`config.mk`:
```
export PLATFORM = sky130hd
export DESIGN_NAME = slave_mem_arbiter_flat
export DESIGN_NICKNAME = d
export VERILOG_FILES = /design/src/rtl/slave_mem_arbiter_pkg.sv /design/src/rtl/slave_mem_arbiter_if.sv /design/src/rtl/slave_mem_arbiter_rr_arb2.sv /design/src/rtl/slave_mem_arbiter.sv /design/src/flat_wrapper.sv
export SDC_FILE = /design/constraint.sdc
export NUM_CORES = 1
export LEC_CHECK = 0
export ABC_AREA = 0
export BUFFER_PORTS_ARGS = -buffer_cell sky130_fd_sc_hd__clkbuf_2
export CAP_MARGIN = 20
export CORE_MARGIN = 4
export CORE_UTILIZATION = 43
export CTS_BUF_LIST = sky130_fd_sc_hd__clkbuf_8 sky130_fd_sc_hd__clkbuf_16
export DETAILED_ROUTE_END_ITERATION = 12
export HOLD_SLACK_MARGIN = 0.06
export PLACE_DENSITY = 0.78
export SYNTH_ARGS = -nofsm -noshare
export SYNTH_HDL_FRONTEND = slang
export SYNTH_SLANG_ARGS = --single-unit
export TNS_END_PERCENT = 100
```
`constraint.sdc`:
```
create_clock -name clk -period 1.7 [get_ports clk]
set_input_delay 0 -clock clk [delete_from_list [all_inputs] [get_ports clk]]
set_output_delay 0 -clock clk [all_outputs]
set_load 0.005 [all_outputs]
```
`src/rtl/slave_mem_arbiter_pkg.sv`:
```
// Shared types for the two-port slave memory arbiter: FSM state encoding and owner index.
package slave_mem_arb_pkg;

  typedef logic [1:0] state_t;

  localparam state_t IDLE   = 2'd0;
  localparam state_t ACCESS = 2'd1;
  localparam state_t RESP   = 2'd2;

  // 0 = requester 0, 1 = requester 1
  typedef logic owner_t;

endpackage

```
`src/rtl/slave_mem_arbiter_if.sv`:
```
// Bus bundle between the two requesters, the arbiter and the slave memory.
interface slave_mem_arbiter_if #(
  parameter int unsigned ADDR_WIDTH = 12,
  parameter int unsigned DATA_WIDTH = 8
);
  logic                  req0, req1;
  logic                  wr0, wr1;
  logic [ADDR_WIDTH-1:0] addr0, addr1;
  logic [DATA_WIDTH-1:0] wdata0, wdata1;
  logic                  grant0, grant1;
  logic                  done0, done1;
  logic                  err0, err1;
  logic [DATA_WIDTH-1:0] rdata0, rdata1;
  logic                  mem_wen, mem_ren;
  logic [ADDR_WIDTH-1:0] mem_addr;
  logic [DATA_WIDTH-1:0] mem_wdata;
  logic [DATA_WIDTH-1:0] mem_rdata;
  logic                  mem_rvalid;

  modport slave (
    input  req0, req1, wr0, wr1, addr0, addr1, wdata0, wdata1, mem_rdata, mem_rvalid,
    output grant0, grant1, done0, done1, err0, err1, rdata0, rdata1,
           mem_wen, mem_ren, mem_addr, mem_wdata
  );

  modport master (
    output req0, req1, wr0, wr1, addr0, addr1, wdata0, wdata1, mem_rdata, mem_rvalid,
    input  grant0, grant1, done0, done1, err0, err1, rdata0, rdata1,
           mem_wen, mem_ren, mem_addr, mem_wdata
  );
endinterface

```
`src/rtl/slave_mem_arbiter_rr_arb2.sv`:
```
// Two-input round-robin picker; the pointer names the winner when both request.
module rr_arb2 (
  input  logic       clk,
  input  logic       rstn,
  input  logic [1:0] req,
  input  logic       advance,
  output logic [1:0] pick_c
);

  logic ptr_q;

  always_ff @(posedge clk or negedge rstn) begin
    if (!rstn) begin
      ptr_q <= 1'b0;
    end else if (advance) begin
      ptr_q <= ~ptr_q;
    end
  end

  always_comb begin
    pick_c = 2'b00;
    case (req)
      2'b01:   pick_c = 2'b01;
      2'b10:   pick_c = 2'b10;
      2'b11:   pick_c = ptr_q ? 2'b10 : 2'b01;
      default: pick_c = 2'b00;
    endcase
  end

endmodule

```
`src/rtl/slave_mem_arbiter.sv`:
```
// Shares one slave memory between two requesters: round-robin pick, registered
// command, strobe sequencing, read capture with bounded rvalid wait, done/err pulse.
module slave_mem_arbiter
  import slave_mem_arb_pkg::*;
#(
  parameter int unsigned ADDR_WIDTH = 12,
  parameter int unsigned DATA_WIDTH = 8,
  parameter int unsigned TIMEOUT    = 16
) (
  input logic              clk,
  input logic              rstn,
  slave_mem_arbiter_if.slave bus
);

  localparam int unsigned CNT_W = $clog2(TIMEOUT + 1);

  state_t                state_q, state_d;
  owner_t                owner_q, owner_d;
  logic                  cmd_wr_q, cmd_wr_d;
  logic [ADDR_WIDTH-1:0] cmd_addr_q, cmd_addr_d;
  logic [DATA_WIDTH-1:0] cmd_wdata_q, cmd_wdata_d;
  logic [CNT_W-1:0]      cnt_q, cnt_d;
  logic [DATA_WIDTH-1:0] rdata0_q, rdata0_d, rdata1_q, rdata1_d;
  logic                  grant0_q, grant0_d, grant1_q, grant1_d;
  logic                  done0_q, done0_d, done1_q, done1_d;
  logic                  err0_q, err0_d, err1_q, err1_d;
  logic                  wen_q, wen_d, ren_q, ren_d;
  logic [1:0]            pick_c;
  logic                  advance_c;

  rr_arb2 u_arb (
    .clk     (clk),
    .rstn    (rstn),
    .req     ({bus.req1, bus.req0}),
    .advance (advance_c),
    .pick_c  (pick_c)
  );

  // All outputs and command state are registered here.
  always_ff @(posedge clk or negedge rstn) begin
    if (!rstn) begin
      state_q     <= IDLE;
      owner_q     <= 1'b0;
      cmd_wr_q    <= 1'b0;
      cmd_addr_q  <= '0;
      cmd_wdata_q <= '0;
      cnt_q       <= '0;
      rdata0_q    <= '0;
      rdata1_q    <= '0;
      grant0_q    <= 1'b0;
      grant1_q    <= 1'b0;
      done0_q     <= 1'b0;
      done1_q     <= 1'b0;
      err0_q      <= 1'b0;
      err1_q      <= 1'b0;
      wen_q       <= 1'b0;
      ren_q       <= 1'b0;
    end else begin
      state_q     <= state_d;
      owner_q     <= owner_d;
      cmd_wr_q    <= cmd_wr_d;
      cmd_addr_q  <= cmd_addr_d;
      cmd_wdata_q <= cmd_wdata_d;
      cnt_q       <= cnt_d;
      rdata0_q    <= rdata0_d;
      rdata1_q    <= rdata1_d;
      grant0_q    <= grant0_d;
      grant1_q    <= grant1_d;
      done0_q     <= done0_d;
      done1_q     <= done1_d;
      err0_q      <= err0_d;
      err1_q      <= err1_d;
      wen_q       <= wen_d;
      ren_q       <= ren_d;
    end
  end

  always_comb begin
    state_d     = state_q;
    owner_d     = owner_q;
    cmd_wr_d    = cmd_wr_q;
    cmd_addr_d  = cmd_addr_q;
    cmd_wdata_d = cmd_wdata_q;
    cnt_d       = cnt_q;
    rdata0_d    = rdata0_q;
    rdata1_d    = rdata1_q;
    grant0_d    = grant0_q;
    grant1_d    = grant1_q;
    done0_d     = 1'b0;
    done1_d     = 1'b0;
    err0_d      = 1'b0;
    err1_d      = 1'b0;
    wen_d       = 1'b0;
    ren_d       = 1'b0;
    advance_c   = 1'b0;

    case (state_q)
      IDLE: begin
        if (|pick_c) begin
          owner_d     = pick_c[1];
          cmd_wr_d    = pick_c[1] ? bus.wr1    : bus.wr0;
          cmd_addr_d  = pick_c[1] ? bus.addr1  : bus.addr0;
          cmd_wdata_d = pick_c[1] ? bus.wdata1 : bus.wdata0;
          cnt_d       = '0;
          grant0_d    = pick_c[0];
          grant1_d    = pick_c[1];
          wen_d       = pick_c[1] ? bus.wr1  : bus.wr0;
          ren_d       = pick_c[1] ? !bus.wr1 : !bus.wr0;
          state_d     = ACCESS;
        end
      end

      ACCESS: begin
        if (cmd_wr_q) begin
          done0_d = !owner_q;
          done1_d = owner_q;
          state_d = RESP;
        end else if (bus.mem_rvalid) begin
          if (owner_q) rdata1_d = bus.mem_rdata;
          else         rdata0_d = bus.mem_rdata;
          done0_d = !owner_q;
          done1_d = owner_q;
          state_d = RESP;
        end else if (cnt_q == CNT_W'(TIMEOUT)) begin
          // No rvalid in the whole window: return zero data with an error.
          if (owner_q) rdata1_d = '0;
          else         rdata0_d = '0;
          done0_d = !owner_q;
          done1_d = owner_q;
          err0_d  = !owner_q;
          err1_d  = owner_q;
          state_d = RESP;
        end else begin
          cnt_d = cnt_q + CNT_W'(1);
          ren_d = 1'b1;
        end
      end

      RESP: begin
        grant0_d  = 1'b0;
        grant1_d  = 1'b0;
        advance_c = 1'b1;
        state_d   = IDLE;
      end

      default: begin
        grant0_d = 1'b0;
        grant1_d = 1'b0;
        state_d  = IDLE;
      end
    endcase
  end

  assign bus.grant0    = grant0_q;
  assign bus.grant1    = grant1_q;
  assign bus.done0     = done0_q;
  assign bus.done1     = done1_q;
  assign bus.err0      = err0_q;
  assign bus.err1      = err1_q;
  assign bus.rdata0    = rdata0_q;
  assign bus.rdata1    = rdata1_q;
  assign bus.mem_wen   = wen_q;
  assign bus.mem_ren   = ren_q;
  assign bus.mem_addr  = cmd_addr_q;
  assign bus.mem_wdata = cmd_wdata_q;

endmodule

```
`src/flat_wrapper.sv`:
```
// flat-port wrapper written by rule: the top's interface ports become plain ports
module slave_mem_arbiter_flat import slave_mem_arb_pkg::*;
#(
  parameter int unsigned ADDR_WIDTH = 12,
  parameter int unsigned DATA_WIDTH = 8,
  parameter int unsigned TIMEOUT    = 16
)
  (clk, rstn, bus_req0, bus_req1, bus_wr0, bus_wr1, bus_addr0, bus_addr1, bus_wdata0, bus_wdata1, bus_mem_rdata, bus_mem_rvalid, bus_grant0, bus_grant1, bus_done0, bus_done1, bus_err0, bus_err1, bus_rdata0, bus_rdata1, bus_mem_wen, bus_mem_ren, bus_mem_addr, bus_mem_wdata);
  slave_mem_arbiter_if #(.ADDR_WIDTH(ADDR_WIDTH), .DATA_WIDTH(DATA_WIDTH)) bus_i ();
  input logic clk;
  input logic rstn;
  input wire logic [$bits(bus_i.req0)-1:0] bus_req0;
  input wire logic [$bits(bus_i.req1)-1:0] bus_req1;
  input wire logic [$bits(bus_i.wr0)-1:0] bus_wr0;
  input wire logic [$bits(bus_i.wr1)-1:0] bus_wr1;
  input wire logic [$bits(bus_i.addr0)-1:0] bus_addr0;
  input wire logic [$bits(bus_i.addr1)-1:0] bus_addr1;
  input wire logic [$bits(bus_i.wdata0)-1:0] bus_wdata0;
  input wire logic [$bits(bus_i.wdata1)-1:0] bus_wdata1;
  input wire logic [$bits(bus_i.mem_rdata)-1:0] bus_mem_rdata;
  input wire logic [$bits(bus_i.mem_rvalid)-1:0] bus_mem_rvalid;
  output wire logic [$bits(bus_i.grant0)-1:0] bus_grant0;
  output wire logic [$bits(bus_i.grant1)-1:0] bus_grant1;
  output wire logic [$bits(bus_i.done0)-1:0] bus_done0;
  output wire logic [$bits(bus_i.done1)-1:0] bus_done1;
  output wire logic [$bits(bus_i.err0)-1:0] bus_err0;
  output wire logic [$bits(bus_i.err1)-1:0] bus_err1;
  output wire logic [$bits(bus_i.rdata0)-1:0] bus_rdata0;
  output wire logic [$bits(bus_i.rdata1)-1:0] bus_rdata1;
  output wire logic [$bits(bus_i.mem_wen)-1:0] bus_mem_wen;
  output wire logic [$bits(bus_i.mem_ren)-1:0] bus_mem_ren;
  output wire logic [$bits(bus_i.mem_addr)-1:0] bus_mem_addr;
  output wire logic [$bits(bus_i.mem_wdata)-1:0] bus_mem_wdata;
  assign bus_i.req0 = bus_req0;
  assign bus_i.req1 = bus_req1;
  assign bus_i.wr0 = bus_wr0;
  assign bus_i.wr1 = bus_wr1;
  assign bus_i.addr0 = bus_addr0;
  assign bus_i.addr1 = bus_addr1;
  assign bus_i.wdata0 = bus_wdata0;
  assign bus_i.wdata1 = bus_wdata1;
  assign bus_i.mem_rdata = bus_mem_rdata;
  assign bus_i.mem_rvalid = bus_mem_rvalid;
  assign bus_grant0 = bus_i.grant0;
  assign bus_grant1 = bus_i.grant1;
  assign bus_done0 = bus_i.done0;
  assign bus_done1 = bus_i.done1;
  assign bus_err0 = bus_i.err0;
  assign bus_err1 = bus_i.err1;
  assign bus_rdata0 = bus_i.rdata0;
  assign bus_rdata1 = bus_i.rdata1;
  assign bus_mem_wen = bus_i.mem_wen;
  assign bus_mem_ren = bus_i.mem_ren;
  assign bus_mem_addr = bus_i.mem_addr;
  assign bus_mem_wdata = bus_i.mem_wdata;
  slave_mem_arbiter #(.ADDR_WIDTH(ADDR_WIDTH), .DATA_WIDTH(DATA_WIDTH), .TIMEOUT(TIMEOUT)) u_core (.clk(clk), .rstn(rstn), .bus(bus_i));
endmodule
```
== Yosys cells after proc, flatten, opt, wreduce, memory -nomap -nowiden ==
Cells that the tools add are included.

* Add/sub/neg operators: 1
* Equal/unequal tests: 11
* Multiplexer cells: 50
* Bitwise operators: 4
* Reductions and logical operators: 13

{| class="wikitable"
|+ Operators with widths
! kind !! count
|-
| $mux 8 || 9
|-
| $mux 1 || 25
|-
| $mux 5 || 4
|-
| $mux 12 || 1
|-
| $mux 2 || 5
|-
| $pmux 5 s2 || 1
|-
| $reduce_and 4->1 || 2
|-
| $eq 2x2->1 const B || 3
|-
| $ne 2x2->1 const B || 3
|-
| $pmux 1 s2 || 3
|-
| $pmux 2 s3 || 1
|-
| $reduce_and 2->1 || 3
|-
| $add 5x1->5 const B || 1
|-
| $eq 5x5->1 const B || 1
|-
| $reduce_and 5->1 || 1
|-
| $eq 2x1->1 const B || 2
|-
| $ne 4x2->1 const B || 1
|-
| $not 1->1 || 4
|-
| $pmux 2 s2 || 1
|-
| $reduce_bool 2->1 || 2
|-
| $logic_not 1->1 || 3
|-
| $logic_not 2->1 || 1
|-
| $ne 2x1->1 const B || 1
|-
| $reduce_or 2->1 || 1
|}

* Bits in registers: 54
* Bits of input ports: 55
* Output and inout bits: 44
* Logic and storage cells: 96

== Longest topological paths before layout ==
Gate-level depths: netlist of run 1.

* Depth in word-level cells: 5
* Mapped depth: 6
* Gate-level depth less buffers: 5

== Hierarchy ==
Synthesis of run 1 repeated with hierarchy kept, for this count alone.

* Cells, all modules: 199
* Area, all modules: 2,378.5 µm²

{| class="wikitable"
|+ Modules (own cells, without submodules)
! module !! times used !! cells an instance !! area an instance (µm²) !! seq. area each (µm²)
|-
| slave_mem_arbiter || 1 || 194 || 2,326.0 || 1,326.3
|-
| rr_arb2 || 1 || 5 || 52.6 || 25.0
|}

== Least setup slack after synthesis of run 1 ==
Ideal clock, no wire load.

* Kind: reg-to-reg
* Start point: reg u_core.u_arb.ptr_q
* End point: reg u_core.cmd_addr_q[5], in the netlist u_core.bus.mem_addr[5]
* Library setup time: 0.126 ns
* Arrival time: 1.499 ns
* Data required time: 1.574 ns
* Slack: 0.075 ns
* Stages on the path, launching flop included: 7
* Path buffers: 3
* Period minus slack after synthesis: 1.625 ns
* Cell sequence: dfrtp_1 > nand2b_1 > clkbuf_1 > and3_1 > clkbuf_1 > buf_2 > a221o_1

* Cells in the longest elaborated chain, start to end: 4
* Elaborated cells between the ends (all ways): 5
* Those cells by class: 3 x mux; 2 x reduce/logical

{| class="wikitable"
|+ Ends and longest elaborated chain
! item !! RTL line !! text
|-
| start, declared || slave_mem_arbiter_rr_arb2.sv:10 || <nowiki>logic ptr_q;</nowiki>
|-
| start signal, assigned || slave_mem_arbiter_rr_arb2.sv:16 || <nowiki>ptr_q <= ~ptr_q;</nowiki>
|-
| $mux 2 (*) || slave_mem_arbiter_rr_arb2.sv:25 || <nowiki>2'b11: pick_c = ptr_q ? 2'b10 : 2'b01;</nowiki>
|-
| $pmux 2 s3 (*) || slave_mem_arbiter_rr_arb2.sv:22 || <nowiki>case (req)</nowiki>
|-
| $reduce_or 2->1 || slave_mem_arbiter.sv:99 || <nowiki>if (|pick_c) begin</nowiki>
|-
| $reduce_and 2->1 (no source line) || n/a ||
|-
| end signal, assigned || slave_mem_arbiter.sv:62 || <nowiki>cmd_addr_q <= cmd_addr_d;</nowiki>
|-
| end, declared || slave_mem_arbiter.sv:20 || <nowiki>logic [ADDR_WIDTH-1:0] cmd_addr_q, cmd_addr_d;</nowiki>
|}

Every way passes the cells marked *; elsewhere a longest branch is shown, timed or not.
A chain may end at the register's enable or synchronous reset.

== Worst setup path in the final report of run 1 ==
* Start point: reg u_core.cmd_wr_q
* End point: reg u_core.cnt_q[3]

* Cells in the longest elaborated chain, start to end: 2

{| class="wikitable"
|+ Ends and longest elaborated chain
! item !! RTL line !! text
|-
| start, declared || slave_mem_arbiter.sv:19 || <nowiki>logic cmd_wr_q, cmd_wr_d;</nowiki>
|-
| start signal, assigned || slave_mem_arbiter.sv:61 || <nowiki>cmd_wr_q <= cmd_wr_d;</nowiki>
|-
| $ne 2x2->1 (no source line) || n/a ||
|-
| $reduce_and 5->1 (no source line) || n/a ||
|-
| end signal, assigned || slave_mem_arbiter.sv:64 || <nowiki>cnt_q <= cnt_d;</nowiki>
|-
| end, declared || slave_mem_arbiter.sv:22 || <nowiki>logic [CNT_W-1:0] cnt_q, cnt_d;</nowiki>
|}

No other way between the ends.

==> flow_summary.json, run 1 <==
{
  "fp-row-count": 26,
  "initial_core_util": 0.4522,
  "power_frac_clock": 0.168,
  "nNetsFinal": 417,
  "cp.required_ns": 1.93,
  "power_mw": 5.386,
  "insertion_delay_ns": 0.31,
  "hpwl_mm": 4.406,
  "fmax_ghz": 0.6214,
  "nFillCells": 366,
  "cellPowerDensity_nw_per_um2": 1477,
  "crit_chain": "or4b_1, or4_1, o211ai_1",
  "grt_max_degree": 55,
  "place.gp.congestion": 0.7881,
  "slew_headroom": 0.6541,
  "grt_pass1_wl_mm": 11.94,
  "drv_cap": 0,
  "overflow": 0,
  "tns_ns": 0,
  "synth_seq_cells": 54,
  "cts_sinks": 54,
  "die_y_um": 82.22,
  "end_kind": "flip-flop",
  "swShare": 0.3560,
  "grt_pass1_vias": 2506,
  "syn_avg_cell_area_um2": 11.44,
  "hold_viol": 0,
  "yosys_warnings": 0,
  "drt_iter0_markers": 148,
  "period_minus_slack_ns": 1.609,
  "drc": 0,
  "startpoint_type": "flip-flop",
  "clock_skew_ns": 0.008248,
  "routed_wl_mm": 7.545,
  "dp.cells": 370,
  "ys_seq_area_frac": 0.5705,
  "power.switching_mw": 1.917,
  "firstDrtPassIters": 5,
  "status": "completed",
  "pwr-share-comb": 0.417,
  "dpl_cell_area_um2": 2975,
  "cts-root-buf": "clkbuf_8",
  "core_area_um2": 5238,
  "worst_pin_slew_ns": 0.5119,
  "slew_viol_final": 0,
  "grt_antenna_before_repair": 0,
  "antenna_cells": 0,
  "stdcell_count": 431,
  "io-pin-count": 99,
  "grt_usage": 0.2303,
  "cts_tree": "done",
  "arrival_ns": 1.84,
  "crit_path_max_incr_delay_ns": 0.49,
  "vias_per_cell": 5.494,
  "syn_inst": 207,
  "leakage_nw": 1.779,
  "hold_path.class": "in2reg",
  "clockBufferDepth": 2,
  "pwr-share-seq": 0.415,
  "clkTransAtPathRegs_ns": 0.10,
  "area_growth_pct": 53.99,
  "wl_per_cell_um": 17.51,
  "finalCritPeriodShare": 0.9466,
  "pre_cts_ws_ns": -0.01797,
  "setup_ws_ns": 0.09084,
  "fp.dieW_um": 82.22,
  "synth_nets": 264,
  "crit_slowest_cell": "or4b_1",
  "fin_area_um2": 3647,
  "critical_path_class": "reg2reg",
  "setup_viol": 0,
  "synthesis.area_um2": 2369,
  "power.internal_mw": 3.469,
  "critPathMaxFanout": 7,
  "die_area_um2": 6759,
  "postRouteAntennaNets": 0,
  "num_vias": 2368,
  "numCtsBuffers": 5,
  "drive_above_1_share": 0.3573,
  "htree_levels": 2,
  "synth_cell_type_count": 40,
  "vdd_drop_max_v": 0.0008357,
  "numPortBuffers": 98
}
-- critical path, delay by kind of cell (launching register included) --
kind | cells | cell delay [ns]
compound gates | 1 | 0.09
flops | 1 | 0.46
simple gates | 2 | 0.97
-- power groups by stage --
stage	logic, mW	clock network, mW	registers (mW)
floorplan	1.13	0	2.18
global placement	1.99	0	2.21
detailed placement	2.07	0	2.21
CTS	2.16	0.916	2.20
global route	2.47	0.971	2.30
finish	2.25	0.905	2.23
-- stage by stage --
stage	util	hold slack, ns
finish	0.6964	0.1030
global route	0.6964	0.09846
CTS	0.6925	0.06733
detailed placement	0.5681	0.02218
global placement	0.5681	0.01453
floorplan	-	-0.2956
-- timing repair --
item	in CTS	in global routing
resized for setup	1	7
hold endpoints to repair	95	0
pin swaps	0	0
hold buffers	53	0
setup buffers	0	1
endpoints found under the setup margin	8	32
-- flip-flops by register name, summed over array words and instances, names as in the netlist, 2 cells and up --
| name | cells |
|---|---|
| u_core.state_q | 2 |
| u_core.bus.mem_wdata | 8 |
| u_core.bus.mem_addr | 12 |
| u_core.bus.rdata1 | 8 |
| u_core.cnt_q | 5 |
| u_core.bus.rdata0 | 8 |
-- layer usage --
layer,GRT usage,part of all wire
met1,0.2861,0.40
met2,0.3934,0.49
met3,0.06074,0.094
met4,0.06478,0.013
met5,0,0
-- placed cells by master, fill, tap and decap left out, types with 2 or more instances in the layout --
| master | synthesis | routed |
|---|---|---|
| and2_1 | 4 | 3 |
| dlygate4sd3_1 | 0 | 53 |
| a21boi_0 | 14 | 14 |
| nand2b_1 | 4 | 4 |
| clkbuf_8 | 0 | 5 |
| nor3b_1 | 2 | 2 |
| a22o_1 | 17 | 17 |
| ha_1 | 2 | 2 |
| dfrtp_1 | 54 | 52 |
| nand3_1 | 12 | 12 |
| a21oi_1 | 11 | 11 |
| inv_1 | 7 | 7 |
| o21ai_2 | 0 | 2 |
| nor2b_1 | 2 | 2 |
| clkbuf_2 | 2 | 97 |
| nand2_1 | 2 | 2 |
| o21ai_0 | 10 | 10 |
| buf_4 | 0 | 13 |
| dfrtp_2 | 0 | 2 |
| a221o_1 | 14 | 14 |
| a31oi_1 | 7 | 7 |
| nor2_1 | 3 | 2 |
| nor4bb_1 | 2 | 2 |
-- logic make-up after synthesis --
logic type	synth area share
AO/OA/AOI/OAI	0.2530
flip-flops	0.5705
AND/OR/NAND/NOR	0.1125
buffers and inverters	0.04543
adder cells (fa/ha/maj)	0.01056
XOR/XNOR	0.003699
multiplexers	0.004226
-- layout make-up --
cell class                      count  area, µm²  share of cell area
Sequential cell                    54       1354              0.3712
Timing Repair Buffer              164       1134              0.3108
Multi-Input combinational cell    128      928.4              0.2545
Tap cell                           70      87.58             0.02401
Clock buffer                        5      68.82             0.01887
Clock inverter                      3      48.80             0.01338
Inverter                            7      26.28            0.007204
-- synthesized netlist by cell type, drive strengths merged --
master / n / area (µm²)
dfrtp: 54 / 1351
a22o: 17 / 148.9
a21boi: 14 / 105.1
a221o: 14 / 140.1
clkbuf: 14 / 55.05
nand3: 12 / 60.06
o21ai: 12 / 60.06
a21oi: 11 / 55.05
a31oi: 7 / 43.79
inv: 7 / 26.28
and2: 4 / 25.02
buf: 4 / 26.27
nand2b: 4 / 25.02
nor2: 3 / 11.26
and3: 2 / 12.51
ha: 2 / 25.02
nand2: 2 / 7.510
nor2b: 2 / 12.51
nor3b: 2 / 15.01
nor4b: 2 / 17.52
nor4bb: 2 / 20.02
a21o: 1 / 7.510
a31o: 1 / 8.760
mux2i: 1 / 10.01
nand3b: 1 / 7.510
nand4: 1 / 6.260
nand4bb: 1 / 11.26
nor3: 1 / 5.000
o211ai: 1 / 7.510
o221ai: 1 / 8.760
o22ai: 1 / 6.260
o31ai: 1 / 7.510
or2: 1 / 6.260
or3: 1 / 6.260
or4: 1 / 7.510
or4b: 1 / 10.01
xnor2: 1 / 8.760
-- final timing paths --
kind	start	end	slack (ns)	depth (start not counted)
worst max-delay path	u_core.cmd_wr_q	u_core.cnt_q[3]	0.09	3
min in group asynchronous	rstn	u_core.bus.mem_wdata[1]	0.22	3
worst min register to register	u_core.bus.rdata1[6]	u_core.bus.rdata1[6]	0.51	1
worst min-delay path	bus_req1	u_core.bus.mem_wdata[4]	0.10	3
worst max register to register	u_core.cmd_wr_q	u_core.cnt_q[3]	0.09	3
max in group asynchronous	rstn	u_core.cmd_wr_q	1.20	3
Power figures use the tool's default switching activity.
==> run 2, diff against run 1 <==
Settings changed: GPL_TIMING_DRIVEN set to 0.
==> run 2 against run 1 <==
  * Maximum frequency shrank 1.9%
  * Sequential share of layout area is 0.42 points lower
  * Cell count grew 0.23%
  * Cell area rose by 1.1%
  * Non-clock buffer count up 1
  * Critical path depth did not move
  * Sequential power barely moved
  * Global-route usage grew 0.094 points
  * Clock skew is 0.0026 ns higher
  * Critical path type unchanged
  * Largest power group unchanged
  * Highest routed layer unchanged
==> flow_summary.json, run 2 (synthesized netlist as in run 1, its figures left out) <==
{
  "core_area_um2": 5238,
  "wl_per_cell_um": 16.90,
  "status": "completed",
  "post-route-util": 0.7043,
  "final_cell_mix": "101 x clkbuf_2, 53 x dlygate4sd3_1, 52 x dfrtp_1",
  "numCtsBuffers": 5,
  "period_minus_slack_ns": 1.641,
  "antenna_cells": 0,
  "clock_skew_ns": 0.01084,
  "fmax_ghz": 0.6094,
  "drc": 0,
  "vdd_drop_max_v": 0.0009334,
  "dp.cells": 375,
  "firstDrtPassIters": 4,
  "tns_ns": 0,
  "vias_per_cell": 5.521,
  "end_kind": "flip-flop",
  "power_frac_clock": 0.168,
  "critPathMaxFanout": 7,
  "slew_headroom": 0.6588,
  "power_mw": 5.393,
  "leakage_nw": 1.790,
  "hold_start": "bus_req1",
  "initial_core_util": 0.4522,
  "power.switching_mw": 1.885,
  "htree_levels": 2,
  "rsz0062_at_grt": "no",
  "fp.dieW_um": 82.22,
  "place.gp.congestion": 0.8508,
  "hold_viol": 0,
  "multi_input_comb_area_um2": 974.7,
  "cp.required_ns": 1.92,
  "hold_path.class": "in2reg",
  "swShare": 0.3495,
  "postRouteAntennaNets": 0,
  "stdcell_count": 432,
  "die_area_um2": 6759,
  "crit_start": "u_core.state_q[1]",
  "largest_register_ffs": 12,
  "r2r-start": "u_core.state_q[1]",
  "cellPowerDensity_nw_per_um2": 1462,
  "hpwl_mm": 4.388,
  "drv_cap": 0,
  "area_growth_pct": 55.73,
  "grt_antenna_before_repair": 0,
  "grt_pass1_wl_mm": 11.91,
  "layout.area.seq_um2": 1354,
  "pwr-share-seq": 0.416,
  "insertion_delay_ns": 0.31,
  "cts_tree": "done",
  "fp-row-count": 26,
  "slew_viol_final": 0,
  "routed_wl_mm": 7.302,
  "io-pin-count": 99,
  "power.internal_mw": 3.508,
  "drt_iter0_markers": 125,
  "pwr-share-comb": 0.416,
  "cts-root-buf": "clkbuf_8",
  "layout_commonest_cell": "clkbuf_2",
  "arrival_ns": 1.86,
  "grt_usage": 0.2312,
  "grt_pass1_vias": 2463,
  "overflow": 0,
  "finalCritPeriodShare": 0.9652,
  "numPortBuffers": 97,
  "clockBufferDepth": 2,
  "clkTransAtPathRegs_ns": 0.10,
  "drive_above_1_share": 0.3619,
  "setup_viol": 0,
  "nNetsFinal": 418,
  "grt_max_degree": 38,
  "num_vias": 2385,
  "die_y_um": 82.22,
  "critical_path_class": "reg2reg",
  "startpoint_type": "flip-flop",
  "cts_sinks": 54,
  "nFillCells": 340,
  "worst_pin_slew_ns": 0.5107
}
[run 2: metal layers]
layer  vias to the layer above  track usage  share of wire
li1                       1089            -              -
met1                      1149       0.2921           0.42
met2                       129       0.3726           0.48
met3                        18      0.06399          0.082
met4                         0      0.09635          0.023
met5                         -            0              0
[run 2: through the flow]
stage	cell area [µm²]	hold WS, ns	setup WS (ns)
after floorplan	2369	-0.2956	0.07539
after global placement	2942	0.2017	-0.1905
after detailed placement	2962	-0.02732	-0.2357
after CTS	3643	0.1182	0.0003737
after global routing	3689	0.1546	0.01301
final	3689	0.1358	0.05914
[run 2: repair_timing]
action | 4_1_cts | 5_1_grt
setup endpoints to repair | 42 | 36
hold endpoints to repair | 96 | 0
gates resized for setup | 11 | 18
hold buffers | 53 | 0
setup buffers | 0 | 2
pin swaps | 0 | 3
[run 2: cell type report]
class                   instances  area share
well taps                      70     0.02374
multi-input cells             128      0.2642
plain buffers                  12     0.02001
repair buffers                153      0.2849
clock inverters                 2     0.01052
inverters                       7    0.007123
flip-flops and latches         54      0.3670
clock buffers                   6     0.02239
[run 2: path summary, 6_finish.rpt]
kind,endpoint,slack [ns],cells past startpoint
worst min-delay path,u_core.bus.mem_wdata[0],0.14,4
worst min register to register,u_core.bus.rdata0[6],0.51,1
max in group asynchronous,u_core.state_q[1],0.94,3
worst max-delay path,u_core.cnt_q[3],0.06,3
worst max register to register,u_core.cnt_q[3],0.06,3
min in group asynchronous,u_core.bus.mem_wdata[1],0.18,2
[run 2: power by group through the flow]
stage | combinational [mW] | clock, mW | sequential, mW
after CTS | 2.11 | 0.921 | 2.22
after global placement | 1.96 | 0 | 2.18
after detailed placement | 2.00 | 0 | 2.19
final | 2.25 | 0.904 | 2.24
after floorplan | 1.13 | 0 | 2.18
after global routing | 2.48 | 0.974 | 2.32
[run 2: critical path, cell delays in order (launching register included)]
cell and delay [ns]:
dfrtp_2 0.49, or4b_4 0.57, or4_1 0.41, o211ai_1 0.10
==> run 3, diff against run 2 <==
Settings changed: CORE_UTILIZATION 43 to 47, PLACE_DENSITY 0.78 to 0.81.
Clock period 1.7 ns to 1.6 ns, I/O delays scaled along.
==> run 3 against run 2 <==
  * Setup slack got worse by 0.12 ns
  * The flow now finishes with violations (negative setup slack)
  * First-iteration DRC count increased by 30%
  * Combinational power grew 14%
==> flow_summary.json, run 3 (synthesized netlist as in run 1, its figures left out) <==
{
  "crit_slowest_cell": "or4_1",
  "clkTransAtPathRegs_ns": 0.10,
  "routed_wl_mm": 7.492,
  "clock_skew_ns": 0.006227,
  "grt_antenna_before_repair": 0,
  "wl_per_cell_um": 17.30,
  "cts-root-buf": "clkbuf_8",
  "cts_tree": "done",
  "clockBufferDepth": 2,
  "layout_commonest_cell": "clkbuf_2",
  "setup_viol": 1,
  "arrival_ns": 1.89,
  "die_y_um": 78.99,
  "place.gp.congestion": 0.7967,
  "drt_iter0_markers": 162,
  "worst_pin_slew_ns": 0.5964,
  "numCtsBuffers": 5,
  "insertion_delay_ns": 0.31,
  "postRouteAntennaNets": 0,
  "slew_viol_final": 0,
  "swShare": 0.3637,
  "hold_path.class": "in2reg",
  "htree_levels": 2,
  "drc": 0,
  "leakage_nw": 1.804,
  "status": "finished with violations",
  "hold_viol": 0,
  "grt_pass1_vias": 2492,
  "critical_path_class": "reg2reg",
  "cellPowerDensity_nw_per_um2": 1526,
  "grt_usage": 0.2470,
  "fmax_ghz": 0.6039,
  "crit_chain": "inv_1, ha_2, nor4bb_4, buf_4, or4_1, o211ai_1",
  "cp.required_ns": 1.83,
  "finalCritPeriodShare": 1.035,
  "numPortBuffers": 97,
  "power_frac_clock": 0.143,
  "period_minus_slack_ns": 1.656,
  "grt_max_degree": 34,
  "startpoint_type": "flip-flop",
  "antenna_cells": 0,
  "largest_register_ffs": 12,
  "firstDrtPassIters": 4,
  "die_area_um2": 6239,
  "area_growth_pct": 57.74,
  "fp-row-count": 25,
  "slew_headroom": 0.6024,
  "critPathMaxFanout": 4,
  "grt_pass1_wl_mm": 11.94,
  "vias_per_cell": 5.473,
  "critPathTopFamily": "simple AND/OR/NAND/NOR gates",
  "tns_ns": -0.05602,
  "pwr-share-comb": 0.449,
  "power.switching_mw": 2.074,
  "io-pin-count": 99,
  "power.internal_mw": 3.628,
  "cts_sinks": 54,
  "drive_above_1_share": 0.3770,
  "violations": "negative setup slack",
  "nNetsFinal": 422,
  "overflow": 0,
  "initial_core_util": 0.4917,
  "setup_ws_ns": -0.05602,
  "hpwl_mm": 4.328,
  "final_cell_mix": "98 x clkbuf_2, 54 x dfrtp_1, 53 x dlygate4sd3_1",
  "path_buf_inv": 2,
  "end_kind": "flip-flop",
  "crit_path_max_incr_delay_ns": 0.50,
  "dpl_cell_area_um2": 2970,
  "drv_cap": 0,
  "core_area_um2": 4817,
  "fp.dieW_um": 78.99,
  "nFillCells": 322,
  "vdd_drop_max_v": 0.0008893,
  "num_vias": 2370,
  "pwr-share-seq": 0.408,
  "fin_area_um2": 3736,
  "rsz0062_at_grt": "yes"
}
[run 3: power by group through the flow]
stage          sequential (mW)  clock, mW  combinational (mW)
4_1_cts                   2.31      0.819                2.41
2_1_floorplan             2.31          0                1.22
5_1_grt                   2.39      0.888                2.81
3_3_place_gp              2.31          0                2.08
6_report                  2.33      0.813                2.56
3_5_place_dp              2.31          0                2.16
[run 3: layout make-up]
type / instances / area [µm²] / area share
clock buffers: 5 / 68.82 / 0.01842
well taps: 67 / 83.83 / 0.02244
plain buffers: 13 / 88.84 / 0.02378
repair buffers: 156 / 1074 / 0.2873
inverters: 7 / 26.28 / 0.007033
clock inverters: 3 / 28.78 / 0.007703
multi-input cells: 128 / 1015 / 0.2716
flip-flops and latches: 54 / 1351 / 0.3617
[run 3: final timing paths]
check | slack [ns] | start | cells after the start | end
worst min-delay path | 0.1 | bus_req0 | 4 | u_core.bus.grant1
min in group asynchronous | 0.22 | rstn | 2 | u_core.cnt_q[2]
worst min register to register | 0.51 | u_core.owner_q | 1 | u_core.bus.done0
max in group asynchronous | 0.81 | rstn | 3 | u_core.bus.mem_addr[5]
worst max register to register | -0.06 | u_core.cnt_q[0] | 6 | u_core.cnt_q[3]
worst max-delay path | -0.06 | u_core.cnt_q[0] | 6 | u_core.cnt_q[3]
[run 3: repair_timing]
item | in CTS | in global routing
resized for setup | 16 | 18
setup endpoints to repair | 46 | 34
gates cloned | 0 | 0
pin swaps | 1 | 1
setup buffers | 2 | 3
hold endpoints to repair | 65 | 0
hold buffers | 53 | 0
[run 3: through the flow]
step / util / power [mW] / worst slack [ns] / instances / hold slack [ns]
after CTS: 0.7623 / 5.543 / -0.04238 / 431 / 0.08418
after global placement: 0.6125 / 4.394 / -0.3189 / 371 / 0.2022
after global routing: 0.7756 / 6.091 / -0.1336 / 433 / 0.1338
after floorplan: - / 3.535 / 0.003596 / 207 / -0.2956
final: 0.7756 / 5.702 / -0.05602 / 433 / 0.09695
after detailed placement: 0.6166 / 4.466 / -0.3660 / 372 / 0.02136
[run 3: per-layer routing]
metal	GRT usage	vias to the layer above	routed length [µm]	share of wire
li1	-	1098	-	-
met1	0.2904	1154	2956	0.39
met2	0.4419	104	3892	0.52
met3	0.05329	14	493	0.066
met4	0.08935	0	149	0.020
met5	0	-	0	0
[run 3: worst reg2reg max path: cells and delay by family (launching register included)]
family | cells | cell delay (ns)
flip-flops | 1 | 0.38
AO/OA/AOI/OAI | 1 | 0.10
adder cells (fa/ha/maj) | 1 | 0.20
buffers and inverters | 2 | 0.25
AND/OR/NAND/NOR | 2 | 0.65
